**src/rtl/intc_arbiter.sv**
```systemverilog
// intc_arbiter: arbitrates up to eight interrupt sources onto one INT line.
// Sources are synchronised, latched as pending, masked, and the lowest index
// wins. One request is held until the control unit acks it; the source stays
// in service until eoi. No nesting.
// Build option INTC_LEVEL_EN: when defined, a per-line EDGE register selects
// edge or level detection; otherwise every line is edge-triggered.

module intc_arbiter #(
   parameter int unsigned NUM_IRQ = 8
) (
   input  logic                clk,
   input  logic                rst_n,
   input  logic [NUM_IRQ-1:0]  irq_i,
   input  logic                int_ack_i,
   input  logic                eoi_i,
   input  logic [1:0]          reg_sel_i,
   input  logic                reg_we_i,
   input  logic [31:0]         reg_wdata_i,
   output logic [31:0]         reg_rdata_o,
   output logic                int_o,
   output logic [3:0]          vector_o
);

   localparam logic [3:0] VEC_NONE = 4'hF;
   localparam logic [1:0] SEL_MASK = 2'd0;
   localparam logic [1:0] SEL_EDGE = 2'd1;
   localparam logic [1:0] SEL_PEND = 2'd2;

   typedef enum logic [1:0] {
      ST_IDLE    = 2'd0,
      ST_REQ     = 2'd1,
      ST_SERVICE = 2'd2
   } state_e;

   state_e               state_q;
   logic                 int_q;
   logic [3:0]           vector_q;
   logic [NUM_IRQ-1:0]   s1_q, s2_q, s3_q;
   logic [NUM_IRQ-1:0]   mask_q;
   logic [NUM_IRQ-1:0]   pend_q, pend_d;
   logic [NUM_IRQ-1:0]   edge_lines_c;
   logic [NUM_IRQ-1:0]   rise_c;
   logic [NUM_IRQ-1:0]   req_c;
   logic [3:0]           win_c;
   logic                 ack_take_c;
   logic                 w1c_c;
   logic                 unused_wdata_c;

   // Write data above the implemented lines is intentionally dropped.
   assign unused_wdata_c = ^reg_wdata_i[31:NUM_IRQ];

`ifdef INTC_LEVEL_EN
   logic [NUM_IRQ-1:0]   edge_q;

   // Per-line trigger type, 1 = edge, 0 = level.
   always_ff @(posedge clk or negedge rst_n) begin
      if (!rst_n) begin
         edge_q <= '1;
      end else if (reg_we_i && (reg_sel_i == SEL_EDGE)) begin
         edge_q <= reg_wdata_i[NUM_IRQ-1:0];
      end
   end

   assign edge_lines_c = edge_q;
`else
   assign edge_lines_c = '1;
`endif

   // Two-flop synchroniser plus one history flop for edge detection.
   always_ff @(posedge clk or negedge rst_n) begin
      if (!rst_n) begin
         s1_q <= '0;
         s2_q <= '0;
         s3_q <= '0;
      end else begin
         s1_q <= irq_i;
         s2_q <= s1_q;
         s3_q <= s2_q;
      end
   end

   assign rise_c     = s2_q & ~s3_q;
   assign req_c      = pend_q & mask_q;
   assign w1c_c      = reg_we_i && (reg_sel_i == SEL_PEND);
   assign ack_take_c = (state_q == ST_REQ) && int_ack_i && (req_c != '0);

   // Fixed priority: lowest set index of the pre-write request vector.
   always_comb begin
      win_c = VEC_NONE;
      for (int i = int'(NUM_IRQ) - 1; i >= 0; i--) begin
         if (req_c[i]) begin
            win_c = 4'(i);
         end
      end
   end

   // Pending update: clears first, then a same-cycle set event wins.
   always_comb begin
      pend_d = pend_q;
      for (int i = 0; i < int'(NUM_IRQ); i++) begin
         if (edge_lines_c[i]) begin
            if (w1c_c && reg_wdata_i[i]) begin
               pend_d[i] = 1'b0;
            end
            if (ack_take_c && (win_c == 4'(i))) begin
               pend_d[i] = 1'b0;
            end
            if (rise_c[i]) begin
               pend_d[i] = 1'b1;
            end
         end else begin
            pend_d[i] = s2_q[i];
         end
      end
   end

   // Pending and mask registers.
   always_ff @(posedge clk or negedge rst_n) begin
      if (!rst_n) begin
         pend_q <= '0;
         mask_q <= '0;
      end else begin
         pend_q <= pend_d;
         if (reg_we_i && (reg_sel_i == SEL_MASK)) begin
            mask_q <= reg_wdata_i[NUM_IRQ-1:0];
         end
      end
   end

   // Request / service state machine with registered int and vector.
   always_ff @(posedge clk or negedge rst_n) begin
      if (!rst_n) begin
         state_q  <= ST_IDLE;
         int_q    <= 1'b0;
         vector_q <= VEC_NONE;
      end else begin
         case (state_q)
            ST_IDLE: begin
               if (req_c != '0) begin
                  state_q <= ST_REQ;
                  int_q   <= 1'b1;
               end
            end
            ST_REQ: begin
               if (int_ack_i) begin
                  state_q  <= ST_SERVICE;
                  int_q    <= 1'b0;
                  vector_q <= (req_c != '0) ? win_c : VEC_NONE;
               end else if (req_c == '0) begin
                  state_q <= ST_IDLE;
                  int_q   <= 1'b0;
               end
            end
            ST_SERVICE: begin
               int_q <= 1'b0;
               if (eoi_i) begin
                  state_q  <= ST_IDLE;
                  vector_q <= VEC_NONE;
               end
            end
            default: begin
               state_q  <= ST_IDLE;
               int_q    <= 1'b0;
               vector_q <= VEC_NONE;
            end
         endcase
      end
   end

   // Combinational register read port.
   always_comb begin
      reg_rdata_o = '0;
      case (reg_sel_i)
         SEL_MASK: reg_rdata_o = 32'(mask_q);
         SEL_EDGE: reg_rdata_o = 32'(edge_lines_c);
         SEL_PEND: reg_rdata_o = 32'(pend_q);
         default:  reg_rdata_o = {26'b0, (state_q == ST_SERVICE),
                                  (state_q == ST_REQ), vector_q};
      endcase
   end

   assign int_o    = int_q;
   assign vector_o = vector_q;

endmodule

```
**config.mk**
```make
export PLATFORM = sky130hd
export DESIGN_NAME = intc_arbiter
export DESIGN_NICKNAME = d
export VERILOG_FILES = /design/src/rtl/intc_arbiter.sv
export SDC_FILE = /design/constraint.sdc
export NUM_CORES = 1
export LEC_CHECK = 0
export BUFFER_PORTS_ARGS = -buffer_cell sky130_fd_sc_hd__buf_2
export CAP_MARGIN = 20
export CORE_MARGIN = 10
export CORE_UTILIZATION = 52
export DETAILED_ROUTE_END_ITERATION = 6
export PLACE_DENSITY = 0.84
export SYNTH_ARGS = -nofsm -noshare
export SYNTH_HDL_FRONTEND = slang
export SYNTH_SLANG_ARGS = --single-unit
```
**constraint.sdc**
```tcl
create_clock -name clk -period 2.84 [get_ports clk]
set_input_delay 0.426 -clock clk [delete_from_list [all_inputs] [get_ports clk]]
set_output_delay 0.426 -clock clk [all_outputs]
set_load 0.02 [all_outputs]
```
Word level (Yosys, flattened, before mapping)
Cells that the tools add are included.
{ "word_totals": {"reg_bits": 47, "output_inout_bits": 37, "wordCells": 116} }
{ "op_classes": {"eq_ne": 15, "n_mux": 46, "bitwise": 4, "reduce_logical": 36} }
{ "ops": {"columns": ["operator", "count"], "rows": [
  ["4-bit two-way mux", 11],
  ["1-bit two-way mux", 27],
  ["8-bit one-hot mux with 3 select lines", 1],
  ["3-bit nonzero test", 8],
  ["1-bit logical AND", 20],
  ["8-bit AND", 2],
  ["4-bit by 3-bit == test with 1-bit output (second input constant)", 4],
  ["4-bit one-hot mux with 3 select lines", 1],
  ["4-bit by 2-bit == test with 1-bit output (second input constant)", 2],
  ["8-bit zero test", 1],
  ["2-bit two-way mux", 4],
  ["8-bit NOT", 1],
  ["8-bit nonzero test", 1],
  ["2-bit != test (second input constant)", 3],
  ["2-bit one-hot mux with 3 select lines", 1],
  ["3-bit AND reduction", 2],
  ["2-bit by 1-bit == test with 1-bit output (second input constant)", 2],
  ["2-bit == test (second input constant)", 2],
  ["4-bit by 1-bit == test with 1-bit output (second input constant)", 1],
  ["2-bit zero test", 2],
  ["4-bit zero test", 1],
  ["3-bit != test (second input constant)", 1],
  ["1-bit one-hot mux with 2 select lines", 1],
  ["2-bit AND reduction", 1],
  ["1-bit NOT", 1]
]} }

Longest topological paths before layout
{ "depth": {"word_depth": 13, "depth_mapped": 6} }

Worst setup path before layout
OpenSTA, ideal clock, no wires.
{ "synth_timing": {"kind": "input to output", "start": "input reg_sel_i[1]", "end": "output reg_rdata_o[4]", "t_arrival_ns": 1.280, "t_required_ns": 2.414, "path_slack_ns": 1.134, "stages": 5, "path_buffers": 2, "cell_sequence": "buf_6 > clkbuf_1 > nor2b_1 > a211oi_1 > a31oi_1"} }
{ "synth_via": {"elab_chain_cells": 2, "word_cells_on_any_way": 4} }
{ "synth_rtl": {"columns": ["element", "line_no", "source"], "rows": [
  ["start: declaration", "16", "input logic [1:0] reg_sel_i,"],
  ["2-bit == test, or another cell as far along", "173", "case (reg_sel_i)"],
  ["8-bit one-hot mux with 3 select lines (*)", "173", null],
  ["end: declaration", "19", "output logic [31:0] reg_rdata_o,"]
]} }
Every way passes the cells marked *; elsewhere a longest branch is shown, timed or not.

Final worst setup path
{ "layout_timing": {"start": "input reg_sel_i[1]", "end": "output reg_rdata_o[1]"} }
Same word-level chain as after synthesis.

==> flow_metrics.py <==
metrics = {
    "clock_tree": {
        "cts_buffer_depth": 2,
        "cts_root_buf": "clkbuf_8",
        "hold_buffers": 0,
        "numCtsBuffers": 5,
        "cts_resized": 0,
        "post_cts_buffers": 0,
        "clk_latency_ps": 300,
        "cts_tree": "yes",
        "clk_pin_slew_worst_paths_ps": 70,
        "clkSinkCount": 47,
        "cts_max_level": 2,
    },
    "hold_path": {
        "min-delay-path-class": "input pin to async pin",
    },
    "power": {
        "p_switching_mw": 0.640,
        "combPwrFrac": 0.312,
        "fin_total_pwr_mw": 1.85,
        "internal-power_mw": 1.21,
        "swShare": 0.345,
        "seq_power_share": 0.497,
        "p_leak_nw": 1.11,
        "p_clk_frac": 0.191,
        "vdd_drop_max_v": 0.000416,
        "pwr_density_cell_nw_per_um2": 776,
    },
    "run": {
        "drv_cap": 0,
    },
    "floorplanning": {
        "core_um2": 4030,
        "dieHeight_um": 84.7,
        "num_rows": 23,
        "start_util": 0.540,
        "die_area_um2": 7170,
        "io_pins": 84,
        "die_w_um": 84.7,
    },
    "layout": {
        "diodes": 0,
        "areaGrowthSynthToFinish_pct": 9.60,
        "nets": 267,
        "drive_above_1_share": 0.306,
        "fin_cells": 269,
    },
    "sta": {
        "rsz0062_at_grt": "false",
        "fin_crit_sh": 0.653,
        "fmax_mhz": 539,
        "finalHoldViolations": 0,
        "min_period_ps": 1850,
        "worst_slew_pin_slew_ps": 626,
        "slew_viol_final": 0,
        "holdWs_ps": 94.4,
        "slew_headroom": 0.582,
        "setup_viol": 0,
        "fin_skew_ps": 7.49,
        "worst_slack_ps": 985,
        "setup_tns_ps": 0,
    },
    "worst_setup_path": {
        "rrSetupSlack_ps": 1230,
        "path_cells": "buf_2 -> mux2_2 -> o22a_1 -> buf_2",
        "crit_path_max_fanout": 16,
        "start_kind": "input pin",
        "r2r_start": "state_q[1]",
        "slowest_stage": "mux2_2",
        "required_ps": 2410,
        "worstRegToRegCells": 4,
        "r2r_end": "pend_q[4]",
        "slowest_delay_ps": 380,
        "critPathKind": "input pin to output pin",
        "critPathArrivalTime_ps": 1430,
        "crit_top_cell": "buf_2",
        "cp-end-kind": "output pin",
    },
    "synth": {
        "ys.warnings.count": 0,
        "avgSynthCellArea_um2": 11.9,
        "yosys.area.top_type_share": 0.494,
        "seq_area_frac_synth": 0.543,
        "synth_area_um2": 2180,
        "synth_cells": 183,
        "synth_cell_types": 44,
        "yosysTopAreaCell": "dfrtp_1",
        "synth-seq-cells": 47,
        "synth_area_leaders": "dfrtp_1 (49%), buf_4 (8.3%), mux2_4 (5.5%), dfstp_2 (4.8%), nand2_1 (3.1%)",
    },
    "status": {
        "status": "finished clean",
    },
    "placed_design": {
        "place.gp.congestion": 0.779,
        "pre_cts_ws_ps": 1000,
        "portBuffers": 35,
        "dp_hpwl_um": 3100,
        "dp_cells": 262,
    },
    "global_route": {
        "grt-ovfl-total": 0,
        "antenna_found_initial": 0,
        "grt_pass1_vias": 1414,
        "grt_pass1_wl_um": 6730,
        "grt_max_degree": 48,
        "grt_util_all_layers": 0.114,
    },
    "route": {
        "vias": 1387,
        "wire_per_inst_um": 15.3,
        "drt_iter0_drc": 137,
        "routed_wirelength_um": 4110,
        "antenna_left": 0,
        "firstDrtPassIters": 4,
        "via_per_inst": 5.16,
        "drc": 0,
    },
}
-- state kept, by name, indices dropped and copies added (netlist names) --
name	flops
mask_q	8
pend_q	8
state_q	2
s3_q	8
s2_q	8
s1_q	8
vector_o	4
int_o	1
-- through the flow --
step	cell area, um2	utilization
2_1_floorplan	2260	-
3_3_place_gp	2290	0.567
3_5_place_dp	2290	0.567
4_1_cts	2360	0.585
5_1_grt	2390	0.592
6_report	2390	0.592
-- worst max-delay path by stage --
| stage | start | to | slack [ps] | cells past startpoint |
|---|---|---|---|---|
| finish | reg_sel_i[1] | reg_rdata_o[1] | 990 | 4 |
| global route | reg_sel_i[1] | reg_rdata_o[0] | 960 | 4 |
| CTS | reg_sel_i[1] | reg_rdata_o[2] | 990 | 4 |
| detailed placement | reg_sel_i[1] | reg_rdata_o[0] | 1000 | 4 |
| global placement | reg_sel_i[1] | reg_rdata_o[2] | 1010 | 4 |
| floorplan | reg_sel_i[1] | reg_rdata_o[4] | 1130 | 5 |
-- logic make-up after synthesis --
kind of cell           after synthesis  share of synthesized area
AOI/OAI and AO/OA                   42                      0.161
buffers and inverters               36                      0.111
DFF                                 47                      0.543
muxes                               12                     0.0759
other                                1                    0.00172
and+or+nand+nor                     45                      0.108
-- synthesized netlist by cell type, drive strengths merged --
cell / n
and3b: 2
conb: 1
a32oi: 1
o21a: 1
a21oi: 6
dfrtp: 43
a32o: 1
a211oi: 2
nor3: 1
dfstp: 4
a22o: 4
o41a: 1
and2: 2
o22a: 5
inv: 7
nand3b: 1
o22ai: 1
a21boi: 1
o221ai: 1
nand2: 19
a2111oi: 1
a31oi: 2
nor3b: 1
nand2b: 1
nand4: 3
mux2: 12
or2b: 1
a21o: 3
a22oi: 6
a2bb2oi: 1
buf: 27
nor2: 7
o21ai: 5
nand3: 2
clkbuf: 2
nor2b: 5
-- critical path: cells and delay by family --
family | cells | cell delay, ps
buffers and inverters | 2 | 440
multiplexers | 1 | 380
AO/OA/AOI/OAI | 1 | 180
-- power groups by stage --
stage / registers [mW] / logic (mW) / clock network (mW)
floorplan: 0.943 / 0.427 / 0
detailed placement: 0.932 / 0.572 / 0
global placement: 0.923 / 0.562 / 0
CTS: 0.918 / 0.576 / 0.371
global route: 0.937 / 0.638 / 0.406
finish: 0.920 / 0.579 / 0.354
-- per-layer routing --
layer  track usage  vias to the layer above  share of wire
met5             0                        -              0
met4        0.0404                        0          0.012
met3        0.0589                        6          0.084
met2         0.157                       54           0.44
met1         0.148                      659           0.47
li1              -                      668              -
-- placed cells by master, fill, tap and decap left out, types with 5 or more instances in the layout --
master | Yosys | routed
a21oi_1 | 5 | 5
buf_2 | 1 | 35
clkbuf_8 | 0 | 5
conb_1 | 1 | 24
dfrtp_1 | 43 | 43
inv_1 | 7 | 7
mux2_4 | 8 | 8
nand2_1 | 18 | 18
nor2_1 | 7 | 7
nor2b_1 | 5 | 5
o22a_1 | 5 | 5
-- cell type report --
| class | instances | area (um2) |
|---|---|---|
| clock buffers | 6 | 72.6 |
| fillers | 353 | 1640 |
| inverters | 7 | 26.3 |
| multi-input cells | 123 | 841 |
| flip-flops and latches | 47 | 1180 |
| well taps | 50 | 62.6 |
| repair buffers | 36 | 203 |
Note: power is estimated with default switching activity, not from simulation.
